`config.mk`:
```
export PLATFORM = sky130hd
export DESIGN_NAME = if_id_queue
export DESIGN_NICKNAME = d
export VERILOG_FILES = /design/src/rtl/if_id_queue.sv
export SDC_FILE = /design/constraint.sdc
export NUM_CORES = 1
export LEC_CHECK = 0
export CAP_MARGIN = 20
export CORE_ASPECT_RATIO = 1.2
export CORE_MARGIN = 5
export CORE_UTILIZATION = 49
export DETAILED_ROUTE_END_ITERATION = 12
export PLACE_DENSITY = 0.84
export SYNTH_ARGS = -nofsm -noshare
export SYNTH_HDL_FRONTEND = slang
export SYNTH_SLANG_ARGS = --single-unit
```
`constraint.sdc`:
```
create_clock -name clk -period 2.9 [get_ports clk]
set_input_delay 0.725 -clock clk [delete_from_list [all_inputs] [get_ports clk]]
set_output_delay 0.725 -clock clk [all_outputs]
set_load 0.02 [all_outputs]
```
`src/rtl/if_id_queue.sv`:
```
// IF/ID decoupling FIFO of {instruction, npc}: one-cycle fall-through latency, no same-cycle bypass.
// Backpressure: in_ready = not full and out_valid = not empty, both decoded from registered count only.
module if_id_queue #(
  parameter int DATA_W = 32,
  parameter int NPC_W  = 32,
  parameter int DEPTH  = 4,
  parameter int CNT_W  = $clog2(DEPTH + 1)
) (
  input  logic              clk,
  input  logic              rst,
  input  logic              flush,
  input  logic              in_valid,
  output logic              in_ready,
  input  logic [DATA_W-1:0] in_instruction,
  input  logic [NPC_W-1:0]  in_npc,
  output logic              out_valid,
  input  logic              out_ready,
  output logic [DATA_W-1:0] out_instruction,
  output logic [NPC_W-1:0]  out_npc,
  output logic [CNT_W-1:0]  count
);

  localparam int PTR_W = $clog2(DEPTH);

  typedef struct packed {
    logic [DATA_W-1:0] instruction;
    logic [NPC_W-1:0]  npc;
  } entry_t;

  entry_t           mem [DEPTH];
  logic [PTR_W-1:0] wr_ptr;
  logic [PTR_W-1:0] rd_ptr;
  logic             push;
  logic             pop;
  entry_t           head;

  assign in_ready  = (count != CNT_W'(DEPTH));
  assign out_valid = (count != '0);
  assign push      = in_valid && in_ready;
  assign pop       = out_valid && out_ready;

  // Pointers are exactly log2(DEPTH) wide, so increments wrap on their own.
  always_ff @(posedge clk or posedge rst) begin
    if (rst) begin
      wr_ptr <= '0;
      rd_ptr <= '0;
      count  <= '0;
    end else if (flush) begin
      wr_ptr <= '0;
      rd_ptr <= '0;
      count  <= '0;
    end else begin
      if (push) wr_ptr <= wr_ptr + PTR_W'(1);
      if (pop)  rd_ptr <= rd_ptr + PTR_W'(1);
      if (push && !pop)      count <= count + CNT_W'(1);
      else if (pop && !push) count <= count - CNT_W'(1);
    end
  end

  // Storage is deliberately left uncleared by reset and flush; count gates visibility.
  always_ff @(posedge clk) begin
    if (push && !flush) mem[wr_ptr] <= '{instruction: in_instruction, npc: in_npc};
  end

  assign head            = mem[rd_ptr];
  assign out_instruction = out_valid ? head.instruction : '0;
  assign out_npc         = out_valid ? head.npc : '0;

endmodule

```
# Yosys cells after proc, flatten, opt, wreduce, memory -nomap -nowiden
# Memories as Yosys holds them, arrays and structs flattened.
# Cells that the tools add are included.
[totals]
reg_bits = 7
ramBits = 256
input_bits = 69
word_cells = 32
n_memories = 1
[op_classes]
n_addsub = 4
eq_ne = 1
muxes = 11
reduce_logical = 12
[mem_list]
columns = ["name", "depth", "word_bits", "read_ports", "rd_ports_with_merged_regs", "write_ports", "line_no", "source"]
rows = [
  ["mem", 4, 64, 1, 0, 1, "30", "entry_t mem [DEPTH];"],
]
[ops]
columns = ["operator", "count"]
rows = [
  ["32-bit two-way mux", 2],
  ["3-bit two-way mux", 3],
  ["2-bit two-way mux", 4],
  ["3-bit nonzero test", 2],
  ["1-bit logical AND", 5],
  ["2-bit by 1-bit adder with 2-bit output, second input constant", 2],
  ["2-bit nonzero test", 2],
  ["3-bit by 1-bit adder with 3-bit output, second input constant", 1],
  ["1-bit logical NOT", 3],
  ["3-bit != test, second input constant", 1],
  ["3-bit by 1-bit subtractor with 3-bit output, second input constant", 1],
  ["1-bit two-way mux", 2],
]

# Longest topological paths before layout
[depth]
word_depth = 7
ltp_mapped = 8
depth_no_buf = 7

# Worst setup path before layout
# OpenSTA, ideal clock, no wires.
[synth_path]
path_type = "input-to-reg"
startpoint = "input port in_valid"
endpoint = "memory mem[0][0] in the netlist's numbering (enable)"
arrival_time_ps = 2745
required_time_ps = 2471
setup_slack_ps = -274
path_stages = 4
cell_sequence = "buf_2 > inv_1 > nor3_1 > and2_1"
[synth_between]
elab_chain_len = 4
[synth_lines]
columns = ["element", "line_no", "source"]
rows = [
  ["start, declared", "12", "input logic in_valid,"],
  ["1-bit logical AND", "39", "assign push = in_valid && in_ready;"],
  ["1-bit logical AND", "62", "if (push && !flush) mem[wr_ptr] <= '{instruction: in_instruction, npc: in_npc};"],
  ["1-bit two-way mux", "62", ""],
  ["1-bit two-way mux (implied by the code)", "62", ""],
  ["end, declared", "30", ""],
]
# Every way passes these cells.

# Worst setup path in the final report
[layout_path]
startpoint = "register rd_ptr[0]"
endpoint = "output port out_instruction[27]"
[layout_between]
elab_chain_len = 2
[layout_lines]
columns = ["element", "line_no", "source"]
rows = [
  ["start, declared", "32", "logic [PTR_W-1:0] rd_ptr;"],
  ["start signal, assigned", "54", "if (pop) rd_ptr <= rd_ptr + PTR_W'(1);"],
  ["memory 4 x 64 bit", "n/a", ""],
  ["32-bit two-way mux", "66", "assign out_instruction = out_valid ? head.instruction : '0;"],
  ["end, declared", "18", "output logic [DATA_W-1:0] out_instruction,"],
]
# Every way passes these cells.

==> metrics <==
Total Wirelength 21.3 mm; port buffer count 137; failing checks negative setup slack; I/O pins 138; Final Hold Vio Count 0; via count of the first global-routing pass 5692; CTS tree done; r2r worst-path depth 8; sequential area share after synthesis 0.770; initial antenna violation count 2; skew final 0.0119 ns; core area 20400 um2; remaining global-route overflow 0; VDD IR max 604 uV; Slew @ Worst Pin 0.434 ns; share of post-route cells with drive strength above 1 0.320; commonest non-fill, non-tap cell in the layout edfxtp_1; HPWL after detailed placement 12.6 mm; Routed wire per std cell 23.0 um; DR vias 5108; CP Data Arrival Time 2.18 ns; Yosys top cell by area edfxtp_1; ANT cells 0; Final min period 2.91 ns; synth warn 0; global-route wire length before repair 31.9 mm; largest net degree at the start of global routing 38; clk sinks 263; CP max FO 6; WHS 0.483 ns; Final WS setup -0.00513 ns; post-synthesis instance total 469; 1st-iter DRT viols 291; Final Cell Area 12800 um2; num rows 57; RSZ-0062 raised after global routing true; Clock Tree Buf Depth 3; Slew Viols, Final 0; pwr dens 886 nW/um2; Die Y 168 um; DIE WIDTH 142 um; antenna viol nets, final 0; max cap viols 0; Starting Density 0.501; DRT Pass-1 Iters 4; Final Cycle Share 1.00; Vias/cell 5.51; die area 23800 um2; cell area after synthesis 10200 um2; RD Place Congestion 0.738; placed cell area 12100 um2; slew margin rel. 0.707; worst endpoint required time 2.17 ns; final setup vio count 1; Crit Path Class reg -> out; Yosys top cell area share 0.753; Unique masters post-synth 34; syn nets 543; Static Leak 0.00435 uW; CTS buffer count 25; #FFs+latches synth 263; DRC viols 0; post-cts hold buffer count 0; gr usage total 0.173; run status finished with violations; CP Launch Type register; Max Clock Freq 0.344 GHz; CTS Root Cell clkbuf_16; HP Class in -> async; clk_lat worst skew 0.51 ns; Syn-to-layout area delta 25.2%; Net count, final 721; Worst setup EP type output pin; clock slew at reported path FFs 0.07 ns; most frequent cells in the layout edfxtp_1, clkdlybuf4s50_1, mux4_2; top area cells in the synthesized netlist edfxtp_1, mux4_2, and2_1, dfrtp_1, buf_6; htree depth 1; setup_tns -0.00513 ns; syn avg cell area 21.8 um2
-- what timing repair did --
action | 4_1_cts | 5_1_grt
setup endpoints to repair | 66 | 39
setup buffers | 12 | 3
resized for setup | 267 | 21
cloned | 3 | 3
-- state kept, by name (all words and copies together), names as in the netlist --
name    flops
count       3
rd_ptr      2
mem       256
wr_ptr      2
-- synth_stat cells, drive strengths merged --
master  number
a211o        1
a211oi       1
a21o         1
a21oi        2
a311oi       1
a31o         1
and2        68
and3         1
and3b        1
buf         17
clkbuf       9
dfrtp        7
edfxtp     256
fa           1
ha           4
inv          9
mux2         1
mux2i        1
mux4        64
nand3        2
nor2         7
nor3         1
nor3b        1
o211a        1
o211ai       1
o21a         1
o21ai        3
o311ai       1
o31ai        2
or3          1
xor2         2
-- metal layers --
layer | part of all wire | vias up | track usage
li1 | - | 2254 | -
met1 | 0.38 | 2654 | 0.211
met2 | 0.54 | 165 | 0.313
met3 | 0.063 | 31 | 0.0400
met4 | 0.016 | 4 | 0.0434
met5 | 0.0011 | - | 0
-- report_power, final --
group	internal [uW]	switching, uW	leakage, uW
clock network	1570	1260	0.000340
logic	1900	2130	0.00160
registers	4390	70.9	0.00241
-- cell families after synthesis --
kind of cell | share of synthesized area
and+or+nand+nor | 0.0485
xor gates and xnor gates | 0.00172
adders and majority gates | 0.00686
buffers and inverters | 0.0186
AOI/OAI and AO/OA | 0.0113
DFF | 0.770
muxes | 0.143
-- critical path, stage by stage, from the launching register on --
cell     delay (ns)
dfrtp_4        0.52
buf_6          0.15
buf_12         0.14
buf_4          0.13
mux4_2         0.41
and2_4         0.17
buf_4          0.15
-- cell type report --
cell class                      instances  area, um2
Clock buffer                           31        648
Clock inverter                         11       48.8
Fill cell                            1445       7610
Inverter                                9       33.8
Multi-Input combinational cell        171       2190
Sequential cell                       263       7870
Tap cell                              265        332
Timing Repair Buffer                  177       1660
-- through the flow --
stage | power [uW] | util | std cells | worst slack [ns]
3_3_place_gp | 8530 | 0.592 | 866 | 0.152
3_5_place_dp | 8610 | 0.592 | 866 | 0.111
6_report | 11300 | 0.627 | 927 | -0.00513
5_1_grt | 11900 | 0.627 | 927 | -0.0759
4_1_cts | 11300 | 0.623 | 923 | -0.0955
2_1_floorplan | 6870 | - | 469 | 0.418
-- path summary, 6_finish.rpt --
check,start,to,slack (ns)
min in group clk,wr_ptr[0]$_DFFE_PP0P_,wr_ptr[0]$_DFFE_PP0P_,0.62
worst max-delay path,rd_ptr[0]$_DFFE_PP0P_,out_instruction[27],-0.005
worst min-delay path,rst,count[0]$_DFFE_PP0P_,0.48
max in group asynchronous,rst,rd_ptr[0]$_DFFE_PP0P_,2.14
worst min register to register,wr_ptr[0]$_DFFE_PP0P_,wr_ptr[0]$_DFFE_PP0P_,0.62
worst max register to register,count[1]$_DFFE_PP0P_,count[2]$_DFFE_PP0P_,0.59
Note: power is estimated with default switching activity, not from simulation.
==> variant 1: new RTL, same flow settings <==
Reset style: synchronous (`rst`), changed in one clocked block.
--- a/src/rtl/if_id_queue.sv
+++ b/src/rtl/if_id_queue.sv
@@ -41,5 +41,5 @@
 
   // Pointers are exactly log2(DEPTH) wide, so increments wrap on their own.
-  always_ff @(posedge clk or posedge rst) begin
+  always_ff @(posedge clk) begin
     if (rst) begin
       wr_ptr <= '0;
Formal check against the unedited RTL: differs if rst is asserted again (counterexample within 4 cycles, from zero or initial values and one cycle with rst high); with rst held inactive, the same outputs for 4 cycles.
==> variant 1 against the unedited design <==
  * Global-route usage fell by 0.11 points
  * Design area rose by 1.4%
  * Hold slack improved by 0.052 ns
  * Count of clock-buffer cells in the layout fell by 6
  * Routed wire length fell by 2.8%
  * Area after synthesis barely moved
  * Setup slack improved by 0.015 ns
  * Core utilization rose by 0.86 points
  * Non-clock buffer count fell by 12
  * Sequential cell count rose by 2
Power is not compared: it rests on default switching activity, and its combinational part moved more than twofold at a synthesized area within 25%.
==> variant 1: results <==
[outcome]
status = "complete, no violations"

[routing]
drtIter0Drc = 222
drtPass1Iterations = 5
wl_met2_mm = 11.1
wl_met3_mm = 1.27
vias_per_cell = 5.53
wl_mm = 20.7
num_vias = 5026

[worst_setup_path]
rrSetupSlack_ns = 0.62
reg2reg_depth = 7
critPathSlowestCell = "mux4_2"
reg2reg_to = "count[2]$_SDFFE_PP0P_"
max_stage_delay_ns = 0.50
critPathMaxFanout = 4
endpoint = "out_npc[0]"

[place]
pre_cts_ws_ns = 0.0385
gp_congestion = 0.733
post_dp_cell_area_mm2 = 0.0120
dpl.cell_count = 849
hpwl_mm = 11.7

[yosys]
synthTopCellsByArea = "edfxtp_1 75%, mux4_2 13%, and2_1 3.9%"
ys_seq_area_share_pct = 77.1
yosys-top-cells-count = "256 x edfxtp_1, 64 x and2_1, 60 x mux4_2"
synth_edf_count = 256
synthArstFlopShare_pct = 0
syn_nets = 531
syn_avg_cell_area_um2 = 22.4

[layout]
buffers = 165
drive_above_1_share_pct = 30.4
postLayoutCellArea_mm2 = 0.0130
n_fill_cell = 1372
clk_share_pct = 6.27
inv_count = 6
final_nets = 701
multi_input_area_share_pct = 17.0
seq_cell_count = 265

[global_route]
grtUsageTotal_pct = 17.2
grt_pass1_wl_mm = 31.4
grt_max_degree = 65
grt_pass1_vias = 5469

[hold_path]
hold_path.class = "reg2reg"

[floorplanning]
die_x_um = 142

[sta]
relSlewSlack_pct = 64.3
skew_ns = 0.00900
period_share_pct = 99.7
==> variant 1: timing repair <==
item                                    in CTS  in global routing
gates cloned                                 4                  1
hold buffers                                 0                  0
pin swaps                                    0                  6
resized for setup                          187                 41
endpoints found under the setup margin      65                 25
buffers inserted                             9                  2
==> variant 1: tightest hold or removal path, stage by stage (launching register included) <==
cell,delay (ns)
dfxtp_1,0.34
o21ai_0,0.08
a21oi_1,0.06
==> variant 1: logic make-up (layout without fill, tap and decap cells) <==
family / Yosys count / count (layout) / synth area share (%)
AOI/OAI and AO/OA: 8 / 8 / 0.454
adders and majority gates: 6 / 6 / 0.809
buffers and inverters: 28 / 216 / 2.15
xor gates and xnor gates: 4 / 4 / 0.343
muxes: 65 / 65 / 14.4
and+or+nand+nor: 80 / 80 / 4.79
DFF: 265 / 265 / 77.1
==> variant 1: report_power, final <==
part	internal (W)	leakage, nW	switching [W]
clock	0.00185	0.395	0.00134
sequential	0.00428	2.40	0.0000299
combinational	0.000523	1.57	0.000577
==> variant 2: new RTL, same settings <==
Made on the original files. Set the parameter `DATA_W` to 16 (it was 32).
--- a/src/rtl/if_id_queue.sv
+++ b/src/rtl/if_id_queue.sv
@@ -2,5 +2,5 @@
 // Backpressure: in_ready = not full and out_valid = not empty, both decoded from registered count only.
 module if_id_queue #(
-  parameter int DATA_W = 32,
+  parameter int DATA_W = 16,
   parameter int NPC_W  = 32,
   parameter int DEPTH  = 4,
Interface: changed (resized in_instruction and out_instruction); port bits go from 138 to 106. No check against the original RTL was run, so the function may have changed too.
==> variant 2 against the unedited design <==
  * Sequential cell count shrank 64
  * Fmax grew 2.5%
  * Setup slack gained 0.070 ns
  * Power shrank 22%
  * Sequential share of layout area shrank 2.0 points
  * Register-to-register slack lost 0.02 ns
  * Final cell count shrank 22%
  * Design area shrank 22%
  * Area after synthesis shrank 23%
  * Count of clock-buffer cells in the layout shrank 14
  * Critical path depth shrank 1
  * Routed wire length shrank 28%
  * First-iteration DRC count grew 6.5%
  * Global-route usage shrank 0.51 points
==> variant 2: results <==
[power]
p_leak_nw = 3.37
irDropWorstVdd_mv = 0.447

[yosys]
synth.distinct_cells = 36
synthMuxAreaShare_pct = 14.1
synthAdderAreaFrac_pct = 0.896
synth_edf_count = 192
syn_nets = 427
synthTopCellsByArea = "edfxtp_1 74%, mux4_2 14%, nor2b_1 3.8%"
synthXorXnorAreaFrac_pct = 0.224
ys_seq_area_share_pct = 76.0
synthArstFlopShare_pct = 3.52
synth_compound_area_share_pct = 1.47
yosys-top-cells-count = "192 x edfxtp_1, 48 x mux4_2, 48 x nor2b_1"
yosys_warnings = 0

[layout]
reg_top3 = "mem x192, count x3"
final_nets = 558
drive_above_1_share_pct = 23.4
n_fill_cell = 1108
diodes = 0
multi_input_comb_area_mm2 = 0.00172

[routing]
num_vias = 3883
drtIter0Drc = 310
wl_per_cell_um = 21.2

[place]
post_dp_cell_area_mm2 = 0.00926
hpwl_mm = 9.13
gp_congestion = 0.704
portBuffers = 105

[worst_setup_path]
critPathMaxFanout = 6
reg2reg_depth = 7
max_stage_delay_ns = 0.49
worstPathArrival_ns = 2.11
timing.rr.start = "count[2]$_DFFE_PP0P_"
reg2reg_to = "count[2]$_DFFE_PP0P_"
cp_top_family = "buffers and inverters"
rrSetupSlack_ns = 0.57
critPathSlowestCell = "mux4_2"

[clock_tree]
cts_buffers = 17
clk_latency_ns = 0.42
ctsLongestPathBuffers = 2
clkTransAtPathRegs_ns = 0.07
cts-htree-levels = 4

[sta]
skew_ns = 0.00868
relSlewSlack_pct = 71.6

[outcome]
status = "complete, no violations"

[global_route]
grt_max_degree = 35
antenna_found_initial = 1
grt_pass1_wl_mm = 23.8
grtUsageTotal_pct = 16.8
grt_pass1_vias = 4248
variant 2: cell types whose count changed in the layout (fill, tap and decap cells not counted), moves of 15 or more:
cell,delta
dlygate4sd2_1,+23
edfxtp_1,-64
buf_2,-54
nor2b_1,+48
and2_1,-57
mux4_2,-16
clkdlybuf4s15_1,+21
clkdlybuf4s50_1,-15
variant 2: worst max path at each step:
stage,cells after the start,slack (ns),end,startpoint
global placement,4,0.23,out_instruction[3],rd_ptr[0]$_DFFE_PP0P_
CTS,4,-0.03,out_npc[20],rd_ptr[0]$_DFFE_PP0P_
floorplan,4,0.10,mem[2][0]$_DFFE_PP_,in_valid
global route,5,-0.01,out_npc[22],rd_ptr[0]$_DFFE_PP0P_
detailed placement,4,0.23,out_instruction[3],rd_ptr[0]$_DFFE_PP0P_
finish,5,0.06,out_npc[0],rd_ptr[0]$_DFFE_PP0P_
variant 2: logic make-up after synthesis:
family | Yosys count
compound gates | 16
xor+xnor | 2
fa+ha+maj | 5
buf+inv | 31
flops | 199
mux | 50
simple gates | 66
variant 2: layout make-up:
cell class                 count  area share, %
clock inverter                15           1.45
inverter                      10          0.376
clock buffer                  17           4.26
multi-input combinational    139           17.3
sequential                   199           59.5
tap                          208           2.61
timing repair buffer         133           14.5
variant 2: layer usage:
metal / vias to the layer above / GRT usage (%) / routed length (µm)
met1: 1999 / 21.2 / 6080
met5: - / 0 / 13
met4: 2 / 4.50 / 162
met2: 125 / 29.2 / 8200
met3: 14 / 4.49 / 821
li1: 1743 / - / -
variant 2: what timing repair did:
action                                  in CTS  in global routing
hold endpoints to repair                     0                  0
gates cloned                                 1                  5
buffers inserted                             0                  3
endpoints found under the setup margin      48                 30
gates resized for setup                     50                 29
variant 2: stage by stage:
step	setup slack, ns	instances	hold WS, ns	TNS, ns
finish	0.0644	721	0.545	0
CTS	-0.0315	713	0.534	-0.222
global placement	0.234	680	0.573	0
global route	-0.0108	721	0.549	-0.0833
detailed placement	0.226	680	0.590	0
floorplan	0.103	369	0.528	0
variant 2: report_power, final:
part | leakage, nW | switching [W] | internal (W) | total, W
Sequential | 1.83 | 0.0000930 | 0.00332 | 0.00342
Combinational | 1.26 | 0.00160 | 0.00152 | 0.00312
Clock | 0.270 | 0.00104 | 0.00120 | 0.00225
Total | 3.37 | 0.00273 | 0.00605 | 0.00878
